File: src/rtl/keypad_scanner.sv
// ============================================================================
// Module   : keypad_scanner
// Brief    : 4x4 keypad column scanner and key-code encoder. A debounced
//            "any key down" level starts a column walk; the first low row
//            found is encoded as {row_idx, col_idx} and queued in a small
//            FIFO drained by a valid/ready consumer.
// Revision : 1.0 - initial release
// ============================================================================
`default_nettype none

module keypad_scanner #(
  parameter int SETTLE_CYC = 16,
  parameter int FIFO_DEPTH = 4
) (
  input  logic       clk_i,
  input  logic       reset_i,
  input  logic [3:0] row_n_i,
  input  logic       key_db_i,
  output logic [3:0] col_n_o,
  output logic [3:0] key_code_o,
  output logic       key_valid_o,
  input  logic       key_ready_i,
  output logic       overflow_o,
  input  logic       ovf_clr_i
);

  localparam int AW = $clog2(FIFO_DEPTH);
  localparam int CW = $clog2(SETTLE_CYC);
  localparam logic [CW-1:0] CNT_LAST = CW'(SETTLE_CYC - 1);
  localparam logic [CW-1:0] CNT_ONE  = CW'(1);
  localparam logic [AW:0]   PTR_ONE  = (AW + 1)'(1);

  typedef enum logic [1:0] {
    IDLE   = 2'd0,
    SETTLE = 2'd1,
    SAMPLE = 2'd2,
    HOLD   = 2'd3
  } state_e;

  state_e        state_q;
  logic [1:0]    col_idx_q;
  logic [CW-1:0] cnt_q;
  logic [3:0]    col_n_q;

  logic          row_hit;
  logic [1:0]    row_idx;
  logic          push;
  logic [3:0]    push_code;

  // Lowest-numbered low row wins when several rows read low together
  always_comb begin
    row_hit = (row_n_i != 4'hF);
    if (!row_n_i[0])      row_idx = 2'd0;
    else if (!row_n_i[1]) row_idx = 2'd1;
    else if (!row_n_i[2]) row_idx = 2'd2;
    else                  row_idx = 2'd3;
  end

  assign push      = (state_q == SAMPLE) && row_hit;
  assign push_code = {row_idx, col_idx_q};

  // Scan FSM: column drive is registered alongside the state it belongs to
  always_ff @(posedge clk_i) begin
    if (reset_i) begin
      state_q   <= IDLE;
      col_idx_q <= 2'd0;
      cnt_q     <= '0;
      col_n_q   <= 4'b0000;
    end else begin
      case (state_q)
        IDLE: begin
          col_n_q <= 4'b0000;
          if (key_db_i) begin
            col_idx_q <= 2'd0;
            cnt_q     <= '0;
            col_n_q   <= 4'b1110;
            state_q   <= SETTLE;
          end
        end
        SETTLE: begin
          if (cnt_q == CNT_LAST) state_q <= SAMPLE;
          else                   cnt_q   <= cnt_q + CNT_ONE;
        end
        SAMPLE: begin
          // key_db is deliberately ignored here: a started scan always completes
          if (row_hit) begin
            col_n_q <= 4'b0000;
            state_q <= HOLD;
          end else if (col_idx_q != 2'd3) begin
            col_idx_q <= col_idx_q + 2'd1;
            cnt_q     <= '0;
            col_n_q   <= ~(4'b0001 << (col_idx_q + 2'd1));
            state_q   <= SETTLE;
          end else begin
            col_n_q <= 4'b0000;
            state_q <= IDLE;
          end
        end
        HOLD: begin
          col_n_q <= 4'b0000;
          if (!key_db_i) state_q <= IDLE;
        end
        default: begin
          col_n_q <= 4'b0000;
          state_q <= IDLE;
        end
      endcase
    end
  end

  // ---------------------------------------------------------------- FIFO ---
  logic [AW:0] wptr_q, rptr_q, wptr_d, rptr_d;
  logic [3:0]  mem_q [FIFO_DEPTH];
  logic [3:0]  key_code_q, head_d;
  logic        key_valid_q;
  logic        overflow_q;
  logic        fifo_full, pop, push_ok;

  // Pointer MSB separates full from empty; a pop frees room for a same-cycle push
  always_comb begin
    fifo_full = (wptr_q[AW-1:0] == rptr_q[AW-1:0]) && (wptr_q[AW] != rptr_q[AW]);
    pop       = key_ready_i && key_valid_q;
    push_ok   = push && (!fifo_full || pop);
    wptr_d    = push_ok ? (wptr_q + PTR_ONE) : wptr_q;
    rptr_d    = pop     ? (rptr_q + PTR_ONE) : rptr_q;
    head_d    = key_code_q;
    if (wptr_d != rptr_d) begin
      // The new head may be the entry being written this very cycle
      if (push_ok && (wptr_q[AW-1:0] == rptr_d[AW-1:0])) head_d = push_code;
      else                                                head_d = mem_q[rptr_d[AW-1:0]];
    end
  end

  // Storage array needs no reset: pointers alone define what is valid
  always_ff @(posedge clk_i) begin
    if (push_ok) mem_q[wptr_q[AW-1:0]] <= push_code;
  end

  // Pointers, registered head/valid and the sticky overflow flag
  always_ff @(posedge clk_i) begin
    if (reset_i) begin
      wptr_q      <= '0;
      rptr_q      <= '0;
      key_code_q  <= 4'h0;
      key_valid_q <= 1'b0;
      overflow_q  <= 1'b0;
    end else begin
      wptr_q      <= wptr_d;
      rptr_q      <= rptr_d;
      key_code_q  <= head_d;
      key_valid_q <= (wptr_d != rptr_d);
      if (push && !push_ok) overflow_q <= 1'b1;
      else if (ovf_clr_i)   overflow_q <= 1'b0;
    end
  end

  assign col_n_o     = col_n_q;
  assign key_code_o  = key_code_q;
  assign key_valid_o = key_valid_q;
  assign overflow_o  = overflow_q;

endmodule

`default_nettype wire

File: config.mk
export PLATFORM = sky130hd
export DESIGN_NAME = keypad_scanner
export DESIGN_NICKNAME = d
export VERILOG_FILES = /design/src/rtl/keypad_scanner.sv
export SDC_FILE = /design/constraint.sdc
export NUM_CORES = 1
export LEC_CHECK = 0
export BUFFER_PORTS_ARGS = -buffer_cell sky130_fd_sc_hd__buf_2
export CELL_PAD_IN_SITES_DETAIL_PLACEMENT = 0
export CELL_PAD_IN_SITES_GLOBAL_PLACEMENT = 1
export CORE_ASPECT_RATIO = 0.8
export CORE_UTILIZATION = 35
export CTS_CLUSTER_DIAMETER = 50
export DETAILED_ROUTE_END_ITERATION = 16
export GPL_ROUTABILITY_DRIVEN = 0
export PLACE_DENSITY = 0.59
export SLEW_MARGIN = 0
export SYNTH_ARGS = -nofsm -noshare
export SYNTH_HDL_FRONTEND = slang
export SYNTH_SLANG_ARGS = --single-unit
File: constraint.sdc
create_clock -name clk_i -period 5.15 [get_ports clk_i]
set_input_delay 0.2575 -clock clk_i [delete_from_list [all_inputs] [get_ports clk_i]]
set_output_delay 0.2575 -clock clk_i [all_outputs]
set_load 0.03 [all_outputs]
Yosys cells after proc, flatten, opt, wreduce, memory -nomap -nowiden
Memory sizes are Yosys's and may differ from the RTL's. A register that Yosys moved wholly into a read port is not among the register bits.
Index checks and enable logic that the tools add are counted.
{"block": "op_classes", "n_eq_ne": 15, "mux": 28, "n_addsub": 4, "shifts": 1, "reduce_logical": 16, "bitwise": 1}
{"op": "$mux 4", "count": 7}
{"op": "$pmux 4 s3", "count": 2}
{"op": "$mux 2", "count": 9}
{"op": "$ne 2x2->1 const B", "count": 6}
{"op": "$pmux 2 s4", "count": 1}
{"op": "$add 3x1->3 const B", "count": 2}
{"op": "$mux 1", "count": 6}
{"op": "$mux 3", "count": 2}
{"op": "$reduce_bool 3->1", "count": 2}
{"op": "$logic_and 1x1->1", "count": 5}
{"op": "$reduce_and 5->1", "count": 1}
{"op": "$add 4x1->4 const B", "count": 1}
{"op": "$eq 2x2->1 const B", "count": 2}
{"op": "$eq 4x4->1 const B", "count": 1}
{"op": "$ne 4x4->1 const B", "count": 1}
{"op": "$not 4->4", "count": 1}
{"op": "$pmux 2 s2", "count": 1}
{"op": "$reduce_and 4->1", "count": 1}
{"op": "$reduce_bool 2->1", "count": 2}
{"op": "$shl 1x2->4 const A", "count": 1}
{"op": "$ne 3x3->1", "count": 1}
{"op": "$reduce_and 3->1", "count": 1}
{"op": "$add 2x1->2 const B", "count": 1}
{"op": "$eq 2x1->1 const B", "count": 1}
{"op": "6 further kinds", "count": 7}
{"block": "word_totals", "memories": 1, "ram_bits": 16, "reg_bits": 20}
{"memory": "mem_q", "depth": 4, "word_bits": 4, "rd": 1, "rd_ports_with_merged_regs": 1, "wr": 1, "line_no": "113", "rtl": "logic [3:0] mem_q [FIFO_DEPTH];"}

Depth between registers and ports, before layout
Gate-level depths: netlist of run 1.
{"block": "depth", "ltp_word": 8, "depth_mapped": 7}

Least setup slack after synthesis of run 1
OpenSTA, ideal clock, no wires.
{"block": "synth_path", "path_kind": "register -> register", "startpoint": "register wptr_q[0]", "endpoint": "register key_code_q[0], in the netlist key_code_o[0], read port of mem_q", "path_stages_with_launch": 8, "slack_ns": 2.886, "synth_period_minus_slack_ns": 2.264, "required_time_ns": 5.047, "arrival_ns": 2.160, "setup_ns": 0.103, "cell_sequence": "dfxtp_1 -> inv_1 -> ha_1 -> xor2_1 -> or3_1 -> a21o_1 -> o32a_2 -> a2111oi_2"}
{"block": "synth_between", "elab_chain_len": 7, "word_cells_on_any_way": 8, "cone_classes": "add/sub: 1; eq/ne: 2; mux: 1; reduce/logical: 4"}
{"element": "start, declared", "line_no": "112", "rtl": "logic [AW:0] wptr_q, rptr_q, wptr_d, rptr_d;"}
{"element": "start signal, assigned", "line_no": "148", "rtl": "wptr_q <= wptr_d;"}
{"element": "$eq 2x2->1", "line_no": "121", "rtl": "fifo_full = (wptr_q[AW-1:0] == rptr_q[AW-1:0]) && (wptr_q[AW] != rptr_q[AW]);"}
{"element": "$logic_and 1x1->1", "line_no": "121"}
{"element": "$logic_not 1->1", "line_no": "123", "rtl": "push_ok = push && (!fifo_full || pop);"}
{"element": "$logic_or 1x1->1", "line_no": "123"}
{"element": "$logic_and 1x1->1", "line_no": "123"}
{"element": "$mux 3 (*)", "line_no": "124", "rtl": "wptr_d = push_ok ? (wptr_q + PTR_ONE) : wptr_q;"}
{"element": "$ne 3x3->1 (*)", "line_no": "127", "rtl": "if (wptr_d != rptr_d) begin"}
{"element": "end, declared", "line_no": "114", "rtl": "logic [3:0] key_code_q, head_d;"}
Every way passes the cells marked *; elsewhere a longest branch is shown, timed or not.
A chain may end at the register's enable or synchronous reset.

Worst setup path in the final report of run 1
{"block": "layout_path", "startpoint": "register rptr_q[0]", "endpoint": "register key_code_q[2], in the netlist key_code_o[2], read port of mem_q"}
{"block": "layout_between", "elab_chain_len": 7, "word_cells_on_any_way": 9, "cone_classes": "add/sub: 1; eq/ne: 2; mux: 2; reduce/logical: 4"}
{"element": "start, declared", "line_no": "112"}
{"element": "start signal, assigned", "line_no": "149", "rtl": "rptr_q <= rptr_d;"}
{"element": "$eq 2x2->1", "line_no": "121"}
{"element": "$logic_and 1x1->1", "line_no": "121"}
{"element": "$logic_not 1->1", "line_no": "123"}
{"element": "$logic_or 1x1->1", "line_no": "123"}
{"element": "$logic_and 1x1->1", "line_no": "123"}
{"element": "$mux 3", "line_no": "124"}
{"element": "$ne 3x3->1", "line_no": "127"}
Parallel ways exist; a longest one is shown, timed or not.

==> reports/metrics.cfg, run 1 <==
[power]
pwr-share-seq_pct = 44.3
comb_power_share_pct = 30.9
vdd_ir_drop_max_v = 0.0002373
total_power_mw = 0.9159
p_switching_mw = 0.3168
clock_power_share_pct = 24.9
powerDensity_nw_per_um2 = 375.6
switching_share_pct = 34.59
p_leak_nw = 0.9140
intPower_mw = 0.5991

[synthesis]
synth-seq-cells = 40
postSynthCellCount = 214
synth-seq-area-share_pct = 44.09
ys_async_sr_fraction_pct = 0
ys_warn_count = 0
synth_compound_area_share_pct = 16.02
synth_flop_cell = dfxtp_1
synth-edff-count = 16
synth_fa_ha_area_share_pct = 5.166
synthMuxAreaShare_pct = 5.281
syn_area_um2 = 2180
synth_xor_area_share_pct = 6.659
synth_top_family_by_area = simple AND/OR/NAND/NOR gates
syn_nets = 232
yosysUniqueCellTypes = 45
synth-simple-area-share_pct = 19.29
postSynthAreaPerCell_um2 = 10.19

[route]
ant_nets = 0
post-route-drc-count = 0
wl_per_cell_um = 15.30
postRouteWirelength_um = 4790
dr.pass1.iters = 4
vias = 1657
avgViaCountPerCell = 5.294
first_iter_violations = 86

[floorplanning]
start_util_pct = 36.67
die_area_um2 = 6549
dieWidth_um = 90.23
io_pins = 19
fp-row-count = 25
die_h_um = 72.58
design.core.area_um2 = 5943

[timing]
timing.hold.ws_ns = 0.2630
period_needed_ns = 2.557
finalSetupTns_ns = 0
relSlewSlack_pct = 46.24
max_clock_freq_mhz = 391.0
worstMarginPinSlew_ns = 0.7997
worst_slack_ns = 2.593
skew_ns = 0.005792
rsz0062_at_grt = false
setup_viol = 0
post-route-period-util_pct = 49.66
finalMaxSlewViolations = 0
final_hold_viol_count = 0

[clocking]
cts_resized = 0
clk_latency_ns = 0.29
ctsHtreeMaxLevel = 2
cts_buffers = 5
cts-root-buf = clkbuf_8
cts_sinks = 40
path_clk_slew_ns = 0.08
tritoncts = yes
postCtsHoldBufs = 0
clockBufferDepth = 2
post_cts_buffers = 0

[global_route]
antenna_found_initial = 0
grt_pass1_vias = 1597
grt_start_max_net_pins = 19
grt_use_total_pct = 15.98
grt_pass1_wl_um = 8059
overflow = 0

[critical_path]
worst_setup_path_end_kind = flop
cp_data_required_time_ns = 5.33
cp-start-kind = flop
arrival_ns = 2.74
path_class = flop to flop
reg2reg_depth = 6
cp_max_fo = 14

[layout]
n_fill_cell = 591
final_area_um2 = 2439
layoutNonFillerInstCount = 313
antenna_cells = 0
syn_to_final_growth_pct = 11.88
drive_above_1_share_pct = 20.26
finalNetCount = 249
utilization_pct = 41.03

[status]
status = finished clean

[run]
max_cap_violations = 0

[placed_design]
postPlaceCellArea_um2 = 2332
pre_cts_slack_ns = 2.255
numPortBuffers = 18
place_inst = 305
hpwl_um = 3539

[min_path]
hold_path_class = input port to flop
whs_path_depth = 3

synth_stat cells, drive strengths merged (5+ instances only):
| cell type | instances | area, µm² |
|---|---|---|
| nor4 | 5 | 31.28 |
| o22ai | 8 | 50.05 |
| nand3 | 5 | 25.02 |
| clkbuf | 6 | 22.52 |
| inv | 10 | 37.54 |
| mux2i | 7 | 70.07 |
| and3 | 8 | 56.31 |
| ha | 9 | 112.6 |
| and2 | 8 | 53.81 |
| edfxtp | 16 | 480.5 |
| nor3 | 11 | 55.05 |
| xor2 | 5 | 43.79 |
| a2111oi | 12 | 130.1 |
| nor2 | 22 | 82.58 |
| dfxtp | 24 | 480.5 |
| a21oi | 7 | 35.03 |
| xnor2 | 9 | 78.83 |
| o21ai | 5 | 25.02 |
state kept, by name, summed over array words and instances, names as in the netlist:
register     cells
wptr_q           3
key_code_o       4
col_n_o          4
col_idx_q        2
state_q          2
mem_q           16
key_valid_o      1
cnt_q            4
rptr_q           3
overflow_o       1
power groups by stage:
| stage | clock network, mW | registers, mW | logic [mW] |
|---|---|---|---|
| 2_1_floorplan | 0 | 0.434 | 0.191 |
| 3_5_place_dp | 0 | 0.411 | 0.280 |
| 4_1_cts | 0.237 | 0.404 | 0.282 |
| 3_3_place_gp | 0 | 0.412 | 0.286 |
| 5_1_grt | 0.248 | 0.412 | 0.311 |
| 6_report | 0.228 | 0.405 | 0.283 |
cells in the final DEF, fill, tap and decap left out, types with 2 or more instances in the layout:
master	n
nand2b_1	2
nand4_1	2
and2_1	6
buf_2	18
o21ai_0	5
nor4_1	4
clkbuf_8	7
mux2_2	4
and3_2	5
a31oi_1	2
a22oi_1	2
xor2_1	5
a21oi_1	7
nand3_1	5
ha_1	9
dfxtp_1	24
inv_1	10
nor2b_1	3
nand2_1	4
o22ai_1	8
xnor2_1	9
a2111oi_2	4
nor3_1	11
a2111oi_0	8
edfxtp_1	16
or3_1	3
and3_1	3
mux2i_1	7
nor2_1	22
area by class of cell:
type,instances,area [µm²],share of cell area [%]
clock buffer,8,100.1,4.105
timing repair buffer,18,90.09,3.694
sequential,40,960.9,39.40
tap,81,101.3,4.156
inverter,10,37.54,1.539
multi-input combinational,156,1149,47.10
path summary, 6_finish.rpt:
check	startpoint	to	slack, ns
setup / recovery	rptr_q[0]$_SDFF_PP0_	key_code_o[2]$_SDFFE_PP0P_	2.59
hold / removal	key_db_i	state_q[0]$_SDFFE_PP0P_	0.26
setup reg to reg	rptr_q[0]$_SDFF_PP0_	key_code_o[2]$_SDFFE_PP0P_	2.59
hold reg to reg	col_n_o[0]$_SDFFE_PP0P_	col_n_o[0]$_SDFFE_PP0P_	0.50
kinds of logic (layout without fill, tap and decap cells):
kind of cell / after synthesis / in the layout
AND/OR/NAND/NOR: 77 / 77
flip-flops: 40 / 40
buffers and inverters: 18 / 36
multiplexers: 11 / 11
AO/OA/AOI/OAI: 44 / 44
XOR/XNOR: 15 / 15
adder cells (fa/ha/maj): 9 / 9
metal layers:
| metal | routed length (µm) | up-vias | track usage [%] |
|---|---|---|---|
| li1 | - | 831 | - |
| met1 | 2500 | 782 | 23.91 |
| met2 | 2024 | 42 | 22.39 |
| met3 | 236 | 2 | 3.333 |
| met4 | 29 | 0 | 6.093 |
| met5 | 0 | - | 0 |
critical path, cell delays in order, from the launching register on:
cell and delay, ns:
dfxtp_1 0.63, ha_1 0.39, xnor2_1 0.16, nand3_1 0.15, a211oi_2 0.53, mux2i_1 0.19, a2111oi_2 0.41
Note: power is estimated with default switching activity, not from simulation.
==> run 2: changes to the inputs <==
Settings changed: ABC_AREA set to 1, PLACE_DENSITY 0.59 to 0.62.
Clock period 5.15 ns to 2.6 ns, I/O delays scaled along.
==> run 2 against run 1 <==
Against the previous run:
- flip-flop and latch count did not move
- critical path depth rose by 6
- routed wire length fell by 5.8%
- global-route usage fell by 0.13 points
- critical endpoint is now key_code_o[0]$_SDFFE_PP0P_
- clock power rose by 130%
- worst setup slack got worse by 2.0 ns
- largest cell class unchanged
- sequential share of layout area rose by 0.74 points
- die area fell by 2.4%
- synthesized area fell by 2.5%
- via count rose by 0.60%
- first-iteration DRC count fell by 58%
- combinational power rose by 63%
==> reports/metrics.cfg, run 2 <==
[status]
status = finished clean

[timing]
finalMaxSlewViolations = 0  ; unchanged
setup_viol = 0  ; unchanged
rsz0062_at_grt = false
period_needed_ns = 1.967  ; -0.5905 ns
worstMarginPinSlew_ns = 0.5869  ; -0.2129 ns
max_clock_freq_mhz = 508.4  ; +30%
skew_ns = 0.007539  ; +0.001747 ns
finalSetupTns_ns = 0  ; unchanged
final_hold_viol_count = 0  ; unchanged
post-route-period-util_pct = 75.65  ; +26 points
relSlewSlack_pct = 60.52  ; +14 points

[critical_path]
cp_cell_sequence = ha_1 -> inv_1 -> o21ai_2 -> xor2_1 -> nor2_1 -> nand2_1 -> nand2_1 -> nand2_1 -> inv_2 -> nand2_1 -> nand2_1 -> nor2_1
cp_max_fo = 9  ; -5
crit_top_cell = nand2_1
reg2reg_depth = 12  ; +6
slowest_stage = dfxtp_1
arrival_ns = 2.21  ; -0.53 ns
cp_data_required_time_ns = 2.84  ; -2.49 ns
cp-start-kind = flop
worst_setup_path_end_kind = flop
path_class = flop to flop
critPathMaxStageDelay_ns = 0.36  ; -0.27 ns

[synthesis]
synth-edff-count = 16  ; unchanged
ys_async_sr_fraction_pct = 0  ; unchanged
postSynthCellCount = 263  ; +23%
synth_top_cell_area_share_pct = 22.60  ; +0.56 points
postSynthAreaPerCell_um2 = 8.083  ; -21%
synth-seq-cells = 40  ; unchanged
yosysUniqueCellTypes = 32  ; -29%
synth_common_cells = 50 x nand2_1, 36 x nor2_1, 33 x inv_1, 24 x dfxtp_1, 16 x edfxtp_1
synth.most_common_cell = nand2_1
syn_area_um2 = 2126  ; -2.5%
ys_warn_count = 0  ; unchanged
yosysTopAreaCell = dfxtp_1
syn_nets = 281  ; +21%
synth-seq-area-share_pct = 45.20  ; +1.1 points
synth_flop_cell = dfxtp_1
ys_top_cells_by_area = dfxtp_1 23%, edfxtp_1 23%, nand2_1 8.8%

[route]
dr.pass1.iters = 4  ; unchanged
postRouteWirelength_um = 4514  ; -5.8%
first_iter_violations = 36  ; -58%
avgViaCountPerCell = 4.592  ; -13%
vias = 1667  ; +0.60%
post-route-drc-count = 0  ; unchanged
ant_nets = 0  ; unchanged
wl_per_cell_um = 12.44  ; -19%

[layout]
largest_reg_flops = 16  ; unchanged
final_cell_mix = 50 x nand2_1, 36 x nor2_1, 33 x inv_1
syn_to_final_growth_pct = 12.60
utilization_pct = 42.40  ; +1.4 points
finalNetCount = 302  ; +21%
antenna_cells = 0  ; unchanged
drive_above_1_share_pct = 17.54  ; -2.7 points
layout_commonest_cell = nand2_1

[floorplanning]
io_pins = 19  ; unchanged
dieWidth_um = 89.13  ; -1.2%
fp-row-count = 24  ; -4.0%
die_area_um2 = 6391  ; -2.4%
start_util_pct = 37.66  ; +0.98 points
design.core.area_um2 = 5645  ; -5.0%
die_h_um = 71.71  ; -1.2%

[clocking]
clk_latency_ns = 0.29  ; about the same
path_clk_slew_ns = 0.09  ; about the same
cts_resized = 0  ; unchanged
cts_sinks = 40  ; unchanged
clockBufferDepth = 2  ; unchanged
postCtsHoldBufs = 0  ; unchanged
cts-root-buf = clkbuf_8
post_cts_buffers = 0  ; unchanged
ctsHtreeMaxLevel = 2  ; unchanged
tritoncts = yes
cts_buffers = 5  ; unchanged

[global_route]
grt_pass1_vias = 1638  ; +2.6%
grt_use_total_pct = 15.85  ; -0.13 points
overflow = 0  ; unchanged
grt_use_met1_pct = 21.23  ; -2.7 points
grt_use_met3_pct = 3.226  ; -0.11 points
grt_pass1_wl_um = 7617  ; -5.5%
grt_start_max_net_pins = 16  ; -3
busiest_layer = met2
use_met2_pct = 25.95  ; +3.6 points
antenna_found_initial = 0  ; unchanged

[min_path]
whs_path_depth = 4  ; +1
hold_path_class = input port to flop

[power]
vdd_ir_drop_max_v = 0.0003302  ; +39%
p_leak_nw = 1.055  ; +15%
powerDensity_nw_per_um2 = 719.6  ; +92%

[placed_design]
numPortBuffers = 18  ; unchanged
hpwl_um = 3469  ; -2.0%

[run]
max_cap_violations = 0  ; unchanged

==> run 2: changes by cell type in the layout (fill, tap and decap cells not counted), moves of 6 or more <==
cell       delta
nand3_1       +7
xnor2_1       -9
nor2_1       +14
nand2_1      +46
mux2i_1       -7
a2111oi_0     -8
o21ai_0      +10
and2_1        -6
inv_1        +23
nand2_2       +7
==> run 2: power breakdown <==
part           switching [mW]  internal, mW
sequential             0.0410         0.707
clock                   0.230         0.284
combinational           0.311         0.149
==> run 2: per-stage QoR <==
step                cells  setup slack (ns)  total power, mW  hold WS (ns)  cell area, µm²
finish                363            0.6332            1.722       0.07740            2394
global route          363            0.3967            1.854        0.1075            2394
CTS                   363            0.6396            1.749       0.07102            2394
detailed placement    355            0.6480            1.230        0.3926            2282
global placement      355            0.6432            1.233        0.3931            2282
floorplan             263            0.9341            1.124        0.2085            2126
==> run 2: final timing paths <==
path                                              start                          to  slack, ns
worst min register to register  overflow_o$_SDFFE_PP0P_     overflow_o$_SDFFE_PP0P_       0.46
worst max register to register     rptr_q[0]$_SDFF_PP0_  key_code_o[0]$_SDFFE_PP0P_       0.63
worst min-delay path                          ovf_clr_i     overflow_o$_SDFFE_PP0P_       0.08
worst max-delay path               rptr_q[0]$_SDFF_PP0_  key_code_o[0]$_SDFFE_PP0P_       0.63
==> run 2: cell type report <==
cell class | instances | area [µm²]
Fill cell | 605 | 3252
Clock inverter | 3 | 42.54
Inverter | 38 | 142.6
Timing Repair Buffer | 18 | 90.09
Multi-Input combinational cell | 181 | 991.0
Tap cell | 78 | 97.59
Sequential cell | 40 | 960.9
Clock buffer | 5 | 68.82
==> run 2: layer usage <==
metal / up-vias / part of all wire (%) / wire length (µm)
met5: - / 0 / 0
met4: 0 / 0.55 / 25
met3: 2 / 3.2 / 143
met2: 23 / 45 / 2027
met1: 751 / 51 / 2317
li1: 891 / - / -
==> run 2: logic make-up after synthesis <==
kind of cell | count (synthesis) | share of synthesized area, %
simple gates | 130 | 29.49
buf+inv | 42 | 8.180
flops | 40 | 45.20
compound gates | 38 | 10.18
fa+ha+maj | 9 | 5.297
xor+xnor | 4 | 1.648
==> run 2: worst max-delay path: cells and delay by family, from the launching register on <==
kind,cells,cell delay (ns)
buffers and inverters,2,0.08
flip-flops,1,0.36
adder cells (fa/ha/maj),1,0.29
XOR/XNOR,1,0.24
AND/OR/NAND/NOR,7,0.60
AO/OA/AOI/OAI,1,0.34
==> run 3: changes to the inputs <==
Settings changed: PLACE_DENSITY 0.62 to 0.64.
Clock period 2.6 ns to 1.6 ns, I/O delays scaled along.
==> run 3 against run 2 <==
Against the previous run:
- the flow now finishes with violations (negative setup slack)
- total power grew 73%
- clock skew is 0.0021 ns higher
- combinational power up 100%
- sequential power grew 62%
- flip-flop and latch count is the same
- die area unchanged
- utilization rose by 7.2 points
- global-route usage barely moved
==> reports/metrics.cfg, run 3 (synthesis gave the netlist of run 2 again) <==
[status]
status = finished, violations left
violations = negative setup slack

[critical_path]
r2r_start = rptr_q[1]$_SDFF_PP0_
reg2reg_slack_ns = -0.05  ; -0.68 ns
path_class = flop to flop
cp_data_required_time_ns = 1.61  ; -1.23 ns
worst_setup_path_end_kind = flop
endpoint = mem_q[1][3]$_DFFE_PP_
crit_top_cell = buf_4
slowest_stage = dfxtp_2
cp_cell_sequence = buf_4 -> nand2_2 -> nand2_2 -> nor2_4 -> nand2_4 -> nand2_8 -> buf_4 -> buf_4 -> nor2_2 -> buf_4
cp_max_fo = 6  ; -3
timing.rr.end = mem_q[1][3]$_DFFE_PP_
cp-startpoint = rptr_q[1]$_SDFF_PP0_
cp-start-kind = flop
critPathMaxStageDelay_ns = 0.38  ; +0.02 ns
reg2reg_depth = 10  ; -2
arrival_ns = 1.66  ; -0.55 ns

[timing]
period_needed_ns = 1.647  ; -0.3202 ns
skew_ns = 0.009622  ; +0.002083 ns
final_hold_viol_count = 0  ; unchanged
finalMaxSlewViolations = 0  ; unchanged
max_clock_freq_mhz = 607.3  ; +19%
setup_viol = 20  ; +20
rsz0062_at_grt = true
worstMarginPinSlew_ns = 0.3781  ; -0.2088 ns
worst_slack_ns = -0.04662  ; -0.6798 ns
post-route-period-util_pct = 102.9  ; +27 points
finalSetupTns_ns = -0.6335  ; -0.6335 ns
timing.hold.ws_ns = 0.02973  ; -0.04767 ns
relSlewSlack_pct = 74.53  ; +14 points

[min_path]
hold_path_class = input port to flop
whs_path_depth = 4  ; unchanged

[layout]
multi_input_area_um2 = 1087  ; +9.7%
syn_to_final_growth_pct = 31.84
antenna_cells = 0  ; unchanged
layoutNonFillerInstCount = 400  ; +10%
finalNetCount = 339  ; +12%
n_fill_cell = 575  ; -5.0%
drive_above_1_share_pct = 35.40  ; +18 points
regArea_um2 = 972.2  ; +1.2%
layout_commonest_cell = nand2_1
largest_reg_flops = 16  ; unchanged
final_area_um2 = 2803  ; +17%
final_cell_mix = 46 x nand2_1, 34 x nor2_1, 34 x buf_4

[clocking]
cts_buffers = 5  ; unchanged
cts-root-buf = clkbuf_8
tritoncts = yes
ctsHtreeMaxLevel = 2  ; unchanged
clockBufferDepth = 2  ; unchanged
path_clk_slew_ns = 0.09  ; about the same
clk_latency_ns = 0.29  ; about the same
cts_sinks = 40  ; unchanged
postCtsHoldBufs = 0  ; unchanged

[global_route]
grt_use_total_pct = 15.84  ; about the same
grt_pass1_vias = 1690  ; +3.2%
grt_pass1_wl_um = 7569  ; -0.63%
grt_start_max_net_pins = 15  ; -1
antenna_found_initial = 0  ; unchanged
overflow = 0  ; unchanged

[route]
dr.pass1.iters = 4  ; unchanged
postRouteWirelength_um = 4680  ; +3.7%
vias = 1811  ; +8.6%
met2_length_um = 2140  ; +5.6%
first_iter_violations = 56  ; +56%
met3_length_um = 163  ; +14%
ant_nets = 0  ; unchanged
avgViaCountPerCell = 4.528  ; -1.4%
post-route-drc-count = 0  ; unchanged
wl_per_cell_um = 11.70  ; -5.9%
met1_length_um = 2351  ; +1.5%
top_layer = met4

[floorplanning]
design.core.area_um2 = 5645  ; unchanged
io_pins = 19  ; unchanged
dieWidth_um = 89.13  ; unchanged
die_area_um2 = 6391  ; unchanged
die_h_um = 71.71  ; unchanged
fp-row-count = 24  ; unchanged
start_util_pct = 37.66  ; unchanged

[run]
max_cap_violations = 0  ; unchanged

[power]
powerDensity_nw_per_um2 = 1061  ; +47%
clock_power_share_pct = 28.1  ; -1.7 points
pwr-share-seq_pct = 40.8  ; -2.6 points
vdd_ir_drop_max_v = 0.0005213  ; +58%
comb_power_share_pct = 31.1  ; +4.4 points
p_switching_mw = 0.9925  ; +71%
intPower_mw = 1.980  ; +74%
switching_share_pct = 33.39  ; -0.40 points
p_leak_nw = 1.254  ; +19%

[placed_design]
postPlaceCellArea_um2 = 2536  ; +11%
numPortBuffers = 18  ; unchanged
hpwl_um = 3619  ; +4.3%
place_inst = 386  ; +8.7%

## run 3: cell types whose count changed in the layout (fill, tap and decap cells not counted), sizes merged
cell | previous run | this run
buf | 18 | 55
clkinv | 2 | 1
inv | 37 | 38
## run 3: power by group through the flow
stage          Combinational, mW  Clock [mW]  Sequential, mW
4_1_cts                    0.885       0.861            1.21
3_5_place_dp               0.852           0            1.23
2_1_floorplan              0.494           0            1.34
5_1_grt                     1.03       0.902            1.23
3_3_place_gp               0.862           0            1.23
6_report                   0.924       0.836            1.21
## run 3: timing repair
action | in CTS | in global routing
setup endpoints to repair | 8 | 25
pin swaps | 7 | 12
setup buffers | 1 | 5
resized for setup | 16 | 17
## run 3: cell type report
class                           instances  area share, %
Tap cell                               78          3.482
Sequential cell                        40          34.69
Timing Repair Buffer                   55          13.84
Clock inverter                          3          1.652
Clock buffer                            5          2.455
Inverter                               38          5.089
Multi-Input combinational cell        181          38.79
## run 3: layer usage
layer | GRT usage (%) | up-vias
li1 | - | 964
met1 | 21.47 | 820
met2 | 26.12 | 25
met3 | 3.111 | 2
met4 | 3.704 | 0
met5 | 0 | -
## run 3: stage by stage
step / total power, mW / worst slack [ns] / utilization, %
finish: 2.973 / -0.04662 / 49.65
detailed placement: 2.083 / -0.07569 / 44.92
CTS: 2.958 / -0.07241 / 48.25
global route: 3.156 / -0.1679 / 49.65
global placement: 2.094 / -0.08604 / 44.92
floorplan: 1.831 / 0.003039 / -
## run 3: worst min-delay path by stage
| stage | startpoint | to | slack, ns |
|---|---|---|---|
| after floorplan | reset_i | col_n_o[1]$_SDFFE_PP0P_ | 0.16 |
| after global placement | ovf_clr_i | overflow_o$_SDFFE_PP0P_ | 0.34 |
| after detailed placement | ovf_clr_i | overflow_o$_SDFFE_PP0P_ | 0.34 |
| after CTS | ovf_clr_i | overflow_o$_SDFFE_PP0P_ | 0.03 |
| after global routing | ovf_clr_i | overflow_o$_SDFFE_PP0P_ | 0.05 |
| final | ovf_clr_i | overflow_o$_SDFFE_PP0P_ | 0.03 |
## run 3: critical path: cells and delay by family, from the launching register on
family,cells,cell delay [ns]
buffers and inverters,4,0.55
flip-flops,1,0.38
AND/OR/NAND/NOR,6,0.45
